--- config.mk ---
export PLATFORM = sky130hd
export DESIGN_NAME = dmem_arbiter
export DESIGN_NICKNAME = d
export VERILOG_FILES = /design/src/rtl/dmem_arbiter_pkg.sv /design/src/rtl/dmem_arbiter_rr_pick.sv /design/src/rtl/dmem_arbiter.sv
export SDC_FILE = /design/constraint.sdc
export NUM_CORES = 1
export LEC_CHECK = 0
export BUFFER_PORTS_ARGS = -buffer_cell sky130_fd_sc_hd__buf_2
export CAP_MARGIN = 20
export CORE_UTILIZATION = 40
export CTS_CLUSTER_DIAMETER = 30
export DETAILED_ROUTE_END_ITERATION = 6
export GPL_TIMING_DRIVEN = 0
export PLACE_DENSITY = 0.77
export SYNTH_ARGS = -nofsm -noshare
export SYNTH_HDL_FRONTEND = slang
export SYNTH_HIERARCHICAL = 1
export SYNTH_SLANG_ARGS = --single-unit
--- constraint.sdc ---
create_clock -name clk -period 2.2 [get_ports clk]
set_clock_uncertainty 0.15 [all_clocks]
set_input_delay 0.22 -clock clk [delete_from_list [all_inputs] [get_ports clk]]
set_output_delay 0.22 -clock clk [all_outputs]
set_load 0.1 [all_outputs]
--- src/rtl/dmem_arbiter_pkg.sv ---
// Shared definitions for the data-memory arbiter and its round-robin picker.
package dmem_arbiter_pkg;

    localparam int ADDR_W_DEF  = 12;
    localparam int DATA_W_DEF  = 12;
    localparam int N_CORES_MAX = 8;

    typedef enum logic [1:0] {
        IDLE   = 2'd0,
        ACCESS = 2'd1,
        RDWAIT = 2'd2,
        RESP   = 2'd3
    } arb_state_e;

    // Successor of idx in a ring of n entries.
    function automatic int ring_next(input int idx, input int n);
        int nxt;
        nxt = idx + 1;
        if (nxt >= n) begin
            nxt = 0;
        end else begin
            nxt = nxt;
        end
        return nxt;
    endfunction

endpackage

--- src/rtl/dmem_arbiter_rr_pick.sv ---
// Combinational round-robin picker: first set request at or after ptr, wrapping.
module rr_pick
    import dmem_arbiter_pkg::*;
#(
    parameter int N     = N_CORES_MAX,
    parameter int IDX_W = $clog2(N)
) (
    input  logic [N-1:0]     req,
    input  logic [IDX_W-1:0] ptr,
    output logic             found,
    output logic [IDX_W-1:0] index
);

    logic [IDX_W:0]   sum_s;
    logic [IDX_W-1:0] cand_s;

    // Walk the ring from ptr; the first requester seen wins.
    always_comb begin
        found  = 1'b0;
        index  = '0;
        sum_s  = '0;
        cand_s = '0;
        for (int off = 0; off < N; off++) begin
            sum_s = {1'b0, ptr} + (IDX_W+1)'(off);
            if (sum_s >= (IDX_W+1)'(N)) begin
                sum_s = sum_s - (IDX_W+1)'(N);
            end else begin
                sum_s = sum_s;
            end
            cand_s = sum_s[IDX_W-1:0];
            if (!found && req[cand_s]) begin
                found = 1'b1;
                index = cand_s;
            end else begin
                found = found;
            end
        end
    end

endmodule

--- src/rtl/dmem_arbiter.sv ---
// Round-robin arbiter sharing one synchronous data memory between N_CORES cores,
// plus sticky aggregation of per-core end_process into all_done.
module dmem_arbiter
    import dmem_arbiter_pkg::*;
#(
    parameter int N_CORES = 4,
    parameter int ADDR_W  = ADDR_W_DEF,
    parameter int DATA_W  = DATA_W_DEF
) (
    input  logic                      clk,
    input  logic                      rst_n,
    input  logic [N_CORES-1:0]        req,
    input  logic [N_CORES-1:0]        we,
    input  logic [N_CORES*ADDR_W-1:0] addr,
    input  logic [N_CORES*DATA_W-1:0] wdata,
    input  logic [N_CORES-1:0]        end_process,
    input  logic                      start,
    output logic [N_CORES-1:0]        grant,
    output logic [N_CORES-1:0]        rvalid,
    output logic [DATA_W-1:0]         rdata,
    output logic [ADDR_W-1:0]         mem_addr,
    output logic                      mem_we,
    output logic [DATA_W-1:0]         mem_wdata,
    input  logic [DATA_W-1:0]         mem_rdata,
    output logic                      all_done
);

    localparam int                 IDX_W     = $clog2(N_CORES);
    localparam logic [N_CORES-1:0] ONE_HOT_0 = N_CORES'(1);

    arb_state_e         state_r, state_s;
    logic [IDX_W-1:0]   ptr_r, sel_r, pick_idx_s, ptr_next_s;
    logic               pick_found_s, pick_we_s;
    logic [ADDR_W-1:0]  pick_addr_s, mem_addr_r;
    logic [DATA_W-1:0]  pick_wdata_s, mem_wdata_r, rdata_r;
    logic [N_CORES-1:0] grant_r, rvalid_r, done_r, done_s;
    logic               mem_we_r, all_done_r;

    rr_pick #(.N(N_CORES), .IDX_W(IDX_W)) u_pick (
        .req   (req),
        .ptr   (ptr_r),
        .found (pick_found_s),
        .index (pick_idx_s)
    );

    assign ptr_next_s = IDX_W'(ring_next(int'(sel_r), N_CORES));

    // Select the winning core's request fields.
    always_comb begin
        pick_addr_s  = '0;
        pick_wdata_s = '0;
        pick_we_s    = 1'b0;
        for (int i = 0; i < N_CORES; i++) begin
            if (IDX_W'(i) == pick_idx_s) begin
                pick_addr_s  = addr[i*ADDR_W +: ADDR_W];
                pick_wdata_s = wdata[i*DATA_W +: DATA_W];
                pick_we_s    = we[i];
            end else begin
            end
        end
    end

    // Next-state logic; a write finishes in ACCESS, a read waits for memory.
    always_comb begin
        state_s = state_r;
        case (state_r)
            IDLE: begin
                if (pick_found_s) begin
                    state_s = ACCESS;
                end else begin
                    state_s = IDLE;
                end
            end
            ACCESS: begin
                if (mem_we_r) begin
                    state_s = IDLE;
                end else begin
                    state_s = RDWAIT;
                end
            end
            RDWAIT:  state_s = RESP;
            RESP:    state_s = IDLE;
            default: state_s = IDLE;
        endcase
    end

    // FSM state register.
    always_ff @(posedge clk or negedge rst_n) begin
        if (!rst_n) begin
            state_r <= IDLE;
        end else begin
            state_r <= state_s;
        end
    end

    // Registered memory port, grant/rvalid pulses and round-robin pointer.
    always_ff @(posedge clk or negedge rst_n) begin
        if (!rst_n) begin
            ptr_r       <= '0;
            sel_r       <= '0;
            grant_r     <= '0;
            rvalid_r    <= '0;
            rdata_r     <= '0;
            mem_addr_r  <= '0;
            mem_we_r    <= 1'b0;
            mem_wdata_r <= '0;
        end else begin
            grant_r  <= '0;
            rvalid_r <= '0;
            case (state_r)
                IDLE: begin
                    if (pick_found_s) begin
                        sel_r       <= pick_idx_s;
                        mem_addr_r  <= pick_addr_s;
                        mem_wdata_r <= pick_wdata_s;
                        mem_we_r    <= pick_we_s;
                        grant_r     <= ONE_HOT_0 << pick_idx_s;
                    end else begin
                        mem_we_r <= 1'b0;
                    end
                end
                ACCESS: begin
                    mem_we_r <= 1'b0;
                    if (mem_we_r) begin
                        ptr_r <= ptr_next_s;
                    end else begin
                        ptr_r <= ptr_r;
                    end
                end
                RDWAIT: begin
                    rdata_r  <= mem_rdata;
                    rvalid_r <= ONE_HOT_0 << sel_r;
                end
                RESP: begin
                    ptr_r <= ptr_next_s;
                end
                default: begin
                    mem_we_r <= 1'b0;
                end
            endcase
        end
    end

    // start wins over a coincident end_process.
    always_comb begin
        if (start) begin
            done_s = '0;
        end else begin
            done_s = done_r | end_process;
        end
    end

    // Sticky done vector and its registered AND.
    always_ff @(posedge clk or negedge rst_n) begin
        if (!rst_n) begin
            done_r     <= '0;
            all_done_r <= 1'b0;
        end else begin
            done_r     <= done_s;
            all_done_r <= &done_s;
        end
    end

    assign grant     = grant_r;
    assign rvalid    = rvalid_r;
    assign rdata     = rdata_r;
    assign mem_addr  = mem_addr_r;
    assign mem_we    = mem_we_r;
    assign mem_wdata = mem_wdata_r;
    assign all_done  = all_done_r;

endmodule

; Yosys cells after proc, flatten, opt, wreduce, memory -nomap -nowiden
; Cells that the tools add are included.
[word_totals]
register_bits = 56
latch_bits = 0
mem_bits_rw = 0
rom_bits = 0
inputBits = 123
out_inout_bits = 46
elab_cells = 95
memories = 0
[classes]
n_addsub = 8
mul = 0
div = 0
order_cmp = 9
eq_ne = 7
shifts = 2
n_mux = 44
bitwise_logic = 1
n_reduce_logical = 13
[ops]
columns = cell, count
row1 = 2-to-1 mux 12 bit, 8
row2 = 2-to-1 mux 2 bit, 11
row3 = 2-to-1 mux 4 bit, 4
row4 = 2-to-1 mux 1 bit, 14
row5 = ">= comparator 3 bit, second input constant", 4
row6 = "< comparator 2 x 3 -> 1 bit, second input constant", 4
row7 = binary-select mux 1 bit (select 2 bit), 4
row8 = case mux 2 bit (4 select lines), 1
row9 = "left shift 1 x 2 -> 4 bit, first input constant", 2
row10 = "subtractor 2 x 1 -> 2 bit, second input constant", 4
row11 = "adder 2 x 1 -> 3 bit, second input constant", 2
row12 = "adder 2 x 2 -> 3 bit, second input constant", 2
row13 = "equality test 2 bit, first input constant", 2
row14 = "equality test 2 bit, second input constant", 2
row15 = zero test 2 bit, 2
row16 = bitwise OR 4 bit, 1
row17 = case mux 2 bit (2 select lines), 1
row18 = AND reduction 2 bit, 2
row19 = AND reduction 4 bit, 1
row20 = nonzero test 2 bit, 2
row21 = ">= comparator 2 x 3 -> 1 bit, second input constant", 1
row22 = logical AND 1 bit, 3
row23 = zero test 1 bit, 3
row24 = "equality test 1 x 2 -> 1 bit, first input constant", 1
row25 = 3 further kinds, 3

; Depth between registers and ports, before layout
[depth]
word_depth = 21
ltp_mapped = 7
depth_no_buf = 5

; Modules after synthesis
; The synthesis kept the hierarchy.
[modules_own_cells]
columns = mod, n_inst, cells_each, area_per_inst_um2, seq_area_each_um2
row1 = dmem_arbiter, 1, 164, 2790.2, 1401.3
row2 = rr_pick, 1, 15, 77.6, 0.0

; Worst setup path before layout
; OpenSTA, ideal clock, no wires.
[synth_path]
path_kind = flip-flop to flip-flop
startpoint = register ptr_r[0]
endpoint = register mem_addr_r[0] (netlist: mem_addr[0])
setup_time_ns = 0.126
arrival_time_ns = 1.971
required_time_ns = 1.924
slack_ns = -0.048
stages_incl_launch_ff = 7
path_buffers = 1
synth_period_minus_slack_ns = 2.248
cell_sequence = dfrtp_1 > inv_2 > a221o_1 > a21oi_1 > buf_6 > mux4_2 > mux2_4
[synth_via]
elab_chain_cells = 19
elab_cells_between_ends = 46
classes_between = add/sub: 7 / order compare: 4 / eq/ne: 3 / mux: 24 / reduce/logical: 8
[synth_rtl]
columns = item, line_no
row1 = from (decl), dmem_arbiter.sv:32  ; logic [IDX_W-1:0] ptr_r, sel_r, pick_idx_s, ptr_next_s;
row2 = from (signal assigned), dmem_arbiter.sv:125  ; ptr_r <= ptr_next_s;
row3 = from (signal assigned), dmem_arbiter.sv:127  ; ptr_r <= ptr_r;
row4 = from (signal assigned), dmem_arbiter.sv:135  ; ptr_r <= ptr_next_s;
row5 = "parallel branches: the longest is 13 deep, another holds adder 2 x 1 -> 3 bit", n/a
row6 = 2-to-1 mux 2 bit (*), dmem_arbiter_rr_pick.sv:31  ; if (!found && req[cand_s]) begin
row7 = via pick_idx_s[0], dmem_arbiter.sv:32
row8 = zero test 2 bit, dmem_arbiter.sv:54  ; if (IDX_W'(i) == pick_idx_s) begin
row9 = 2-to-1 mux 12 bit (3 in a row), dmem_arbiter.sv:54
row10 = 2-to-1 mux 12 bit (*), dmem_arbiter.sv:54
row11 = to (signal assigned), dmem_arbiter.sv:114  ; mem_addr_r <= pick_addr_s;
row12 = to (decl), dmem_arbiter.sv:34  ; logic [ADDR_W-1:0] pick_addr_s, mem_addr_r;
; Mark *: on every way through the listed nets, which the timed path passes. The select of a mux whose other input is x is not followed.
; A chain may end at the register's enable or synchronous reset.

; Worst setup path in the final report
[layout_path]
startpoint = register ptr_r[0]
endpoint = register mem_wdata_r[11] (netlist: mem_wdata[11])
[layout_via]
elab_chain_cells = 19
elab_cells_between_ends = 46
classes_between = add/sub: 7 / order compare: 4 / eq/ne: 3 / mux: 24 / reduce/logical: 8
[layout_rtl]
columns = item, line_no
row1 = "parallel branches: the longest is 13 deep, another holds adder 2 x 1 -> 3 bit", n/a
row2 = 2-to-1 mux 2 bit (*), dmem_arbiter_rr_pick.sv:31
row3 = via pick_idx_s[0], dmem_arbiter.sv:32
row4 = zero test 2 bit, dmem_arbiter.sv:54
row5 = 2-to-1 mux 12 bit (3 in a row), dmem_arbiter.sv:54
row6 = 2-to-1 mux 12 bit (*), dmem_arbiter.sv:54
row7 = to (signal assigned), dmem_arbiter.sv:115  ; mem_wdata_r <= pick_wdata_s;
row8 = to (decl), dmem_arbiter.sv:35  ; logic [DATA_W-1:0] pick_wdata_s, mem_wdata_r, rdata_r;
; Marks and branches as above.

==> metrics.md <==
| Metric | Value |
|---|---|
| Std-Cell Core Area | `6870 um^2` |
| Dpl cells | `444` |
| Most frequent cells in the layout | `171 x sky130_fd_sc_hd__buf_2, 56 x sky130_fd_sc_hd__dfrtp_1, 25 x sky130_fd_sc_hd__mux4_2` |
| Clock Sink Count | `56` |
| Number of optimization iterations in the first detailed-route pass | `4` |
| Relative slew slack | `0.640` |
| Vert. Die Dim | `between 80 and 90 um` |
| Number of DRC markers after the initial detailed-route iteration | `41` |
| Fin crit share | `1.05` |
| Count of maximum capacitance violations | `0` |
| Uppermost signal routing layer after detailed routing | `met4` |
| Count of nets left with antenna violations after detail routing | `0` |
| Max Fanout on Critical Path | `5` |
| Cells along the critical path | `inv_2 > a221o_1 > a21oi_4 > buf_6 > buf_8 > mux4_2 > mux2_4` |
| Half-perimeter wire length of the detailed placement result | `roughly 5000 um` |
| Root cell of the clock tree | `sky130_fd_sc_hd__clkbuf_8` |
| Gate Count Post-Synth | `about 180` |
| Detail Route met2 WL | `3590 um` |
| Wire length the detailed router placed on met1 | `2670 um` |
| Post-synth cell types | `32` |
| Final setup violation count | `23` |
| Wirelength, routed | `6780 um` |
| Setup TNS | `-1.89 ns` |
| Share of cells above drive strength 1 | `0.666` |
| Final #Nets | `506` |
| Type of the worst setup path | `register to register` |
| Highest Clock Rate | `about 430 MHz` |
| Minimum period implied by the final worst setup slack | `about 2.3 ns` |
| Clock tree from TritonCTS | `yes` |
| Cell area after synthesis | `around 2900 um^2` |
| Final Non-Filler Cells | `473` |
| Violations in the final reports | `negative setup slack` |
| Die extent in x | `slightly below 90 um` |
| Full die area | `7510 um^2` |
| Most common cell after layout, fill and taps aside | `sky130_fd_sc_hd__buf_2` |
| Slew @ Worst Pin | `around 0.54 ns` |
| Clock slew at the register clock pins of the worst setup and hold paths | `0.08 ns` |
| Met3 Routed Length | `451 um` |
| Critical path capture point type | `register` |
| Setup WS post-layout | `-0.110 ns` |
| Total inserted antenna cells | `0` |
| Tot GR Track Use | `0.183` |
| Count of vias placed by the detailed router | `2257` |
| H-Tree Level Count | `2` |
| Initial cell density of the core | `0.417` |
| RSZ-0062 raised after global routing | `yes` |
| Count of state elements after synthesis | `56` |
| Post-synth net total | `306` |
| Worst EP arrival | `2.34 ns` |
| Maximum single-stage delay on the critical path | `about 0.50 ns` |
| Hold Fails Final Rpt | `0` |
| Number of global-route vias before repair | `2254` |
| Sum of overflow across all layers after global routing | `0` |
| Average wire length per cell after detail routing | `about 14 um` |
| Number of clock buffers inserted by TritonCTS | `5` |
| Slew Limit Fails | `0` |
| Syn_area_per_cell | `16.0 um^2` |
| # IOs | `169` |
| Global-route wire length before repair | `10500 um` |
| Standard-cell row count | `30` |
| Critical Path Source Type | `register` |
| Pin count of the biggest net entering global routing | `35` |
| Clock latency reported for the late side of the worst-skew pair | `0.30 ns` |
| Max Root-Sink Buffers | `2` |
| Gp weighted congestion | `0.772` |
| Number of antenna violations at the first check in global routing | `0` |
| Yosys warning count | `6` |
| Result of the run | `finished, violations left` |
| Data required time at the worst endpoint | `2.23 ns` |
| Number of design rule violations left after detail routing | `0` |
| Type of the worst min-delay path | `input pin to register` |
| Synth-to-Final Area Change | `47.6%` |
| Slowest cell on crit path | `sky130_fd_sc_hd__mux4_2` |
| Part of the Yosys area used for sequential elements | `0.489` |
| Count of buffers inserted at the top-level ports | `between 150 and 200` |
| Via density per instance | `~4.8` |
==> worst max-delay path, delay by kind of cell, from the launching register on <==
kind / cells / cell delay (ns)
multiplexers: 2 / 0.77
AO/OA/AOI/OAI: 2 / 0.58
flip-flops: 1 / 0.38
buffers and inverters: 3 / 0.32
==> metal layers <==
metal / up-vias / global-route usage
met3: 7 / 0.0438
met5: - / 0
met4: 0 / 0.0364
li1: 1071 / -
met2: 99 / 0.337
met1: 1080 / 0.219
==> cells by family (layout without fill, tap and decap cells) <==
logic type      count (synthesis)  in the layout  share of synthesized area
compound gates                 12             12                     0.0275
fa+ha+maj                       4              4                     0.0175
buf+inv                        19            217                     0.0384
flops                          56             56                      0.489
mux                            65             65                      0.380
simple gates                   23             23                     0.0484
==> Yosys cell counts <==
| library cell | number | area [um^2] |
|---|---|---|
| sky130_fd_sc_hd__a21o_1 | 1 | 7.51 |
| sky130_fd_sc_hd__a21oi_1 | 4 | 20.0 |
| sky130_fd_sc_hd__a221o_1 | 1 | 10.0 |
| sky130_fd_sc_hd__a22o_1 | 1 | 8.76 |
| sky130_fd_sc_hd__and2_1 | 4 | 25.0 |
| sky130_fd_sc_hd__and3_1 | 1 | 6.26 |
| sky130_fd_sc_hd__and3b_1 | 2 | 17.5 |
| sky130_fd_sc_hd__buf_1 | 1 | 3.75 |
| sky130_fd_sc_hd__buf_2 | 4 | 20.0 |
| sky130_fd_sc_hd__buf_4 | 3 | 22.5 |
| sky130_fd_sc_hd__buf_6 | 3 | 33.8 |
| sky130_fd_sc_hd__dfrtp_1 | 56 | 1400 |
| sky130_fd_sc_hd__ha_1 | 4 | 50.1 |
| sky130_fd_sc_hd__inv_1 | 7 | 26.3 |
| sky130_fd_sc_hd__inv_2 | 1 | 3.75 |
| sky130_fd_sc_hd__mux2_1 | 14 | 158 |
| sky130_fd_sc_hd__mux2_2 | 6 | 67.6 |
| sky130_fd_sc_hd__mux2_4 | 20 | 300 |
| sky130_fd_sc_hd__mux4_2 | 25 | 563 |
| sky130_fd_sc_hd__nand2b_1 | 1 | 6.26 |
| sky130_fd_sc_hd__nand3_1 | 1 | 5.00 |
| sky130_fd_sc_hd__nor2_1 | 9 | 33.8 |
| sky130_fd_sc_hd__nor2b_1 | 1 | 6.26 |
| sky130_fd_sc_hd__nor3b_1 | 1 | 7.51 |
| sky130_fd_sc_hd__nor3b_4 | 1 | 18.8 |
| sky130_fd_sc_hd__nor4_1 | 1 | 6.26 |
| sky130_fd_sc_hd__o21ai_0 | 1 | 5.00 |
| sky130_fd_sc_hd__o21ai_1 | 1 | 5.00 |
| sky130_fd_sc_hd__o21bai_1 | 1 | 7.51 |
| sky130_fd_sc_hd__o221ai_1 | 1 | 8.76 |
| sky130_fd_sc_hd__o22ai_1 | 1 | 6.26 |
| sky130_fd_sc_hd__or2_1 | 1 | 6.26 |
==> cell type report <==
cell class / count / area, um^2
Fill cell: 594 / 2640
Sequential cell: 56 / 1400
Multi-Input combinational cell: 104 / 1390
Timing Repair Buffer: 193 / 1110
Tap cell: 96 / 120
Buffer: 11 / 108
Clock buffer: 5 / 68.8
Inverter: 8 / 30.0
==> repair_timing <==
item | in CTS | in global routing
resized for setup | 13 | 8
hold buffers | 14 | 0
pin swaps | 2 | 3
hold endpoints to repair | 37 | 0
gates cloned | 2 | 0
setup buffers | 3 | 5
setup endpoints to repair | 24 | 25
==> final timing paths <==
| kind | from | to | slack [ns] | cells after the start |
|---|---|---|---|---|
| worst max-delay path | ptr_r[0] | mem_wdata[11] | -0.11 | 7 |
| worst min-delay path | mem_rdata[2] | rdata[2] | 0.008 | 2 |
| worst max register to register | ptr_r[0] | mem_wdata[11] | -0.11 | 7 |
| worst min register to register | rdata[0] | rdata[0] | 0.34 | 1 |
| max in group asynchronous | rst_n | sel_r[0] | 1.04 | 3 |
| min in group asynchronous | rst_n | ptr_r[1] | 0.30 | 2 |
==> sequential cells by signal, summed over array words and instances (netlist names), named ones only <==
name / count
mem_addr: 12
sel_r: 2
mem_we: 1
mem_wdata: 12
rdata: 12
state_r: 1
grant: 4
rvalid: 4
ptr_r: 2
done_r: 4
all_done: 1
==> per-stage QoR <==
stage | hold slack (ns) | utilization | instance area, um^2 | worst slack [ns]
4_1_cts | 0.000133 | 0.607 | 4170 | -0.0722
5_1_grt | 0.0105 | 0.616 | 4230 | -0.189
3_5_place_dp | 0.0833 | 0.561 | 3850 | -0.225
3_3_place_gp | 0.286 | 0.558 | 3830 | -0.194
2_1_floorplan | -0.226 | - | 2870 | 0.0396
6_report | 0.00775 | 0.616 | 4230 | -0.110
Power is not shown: default switching activity piles up to over one toggle a cycle in this logic, so the estimate is an artifact.
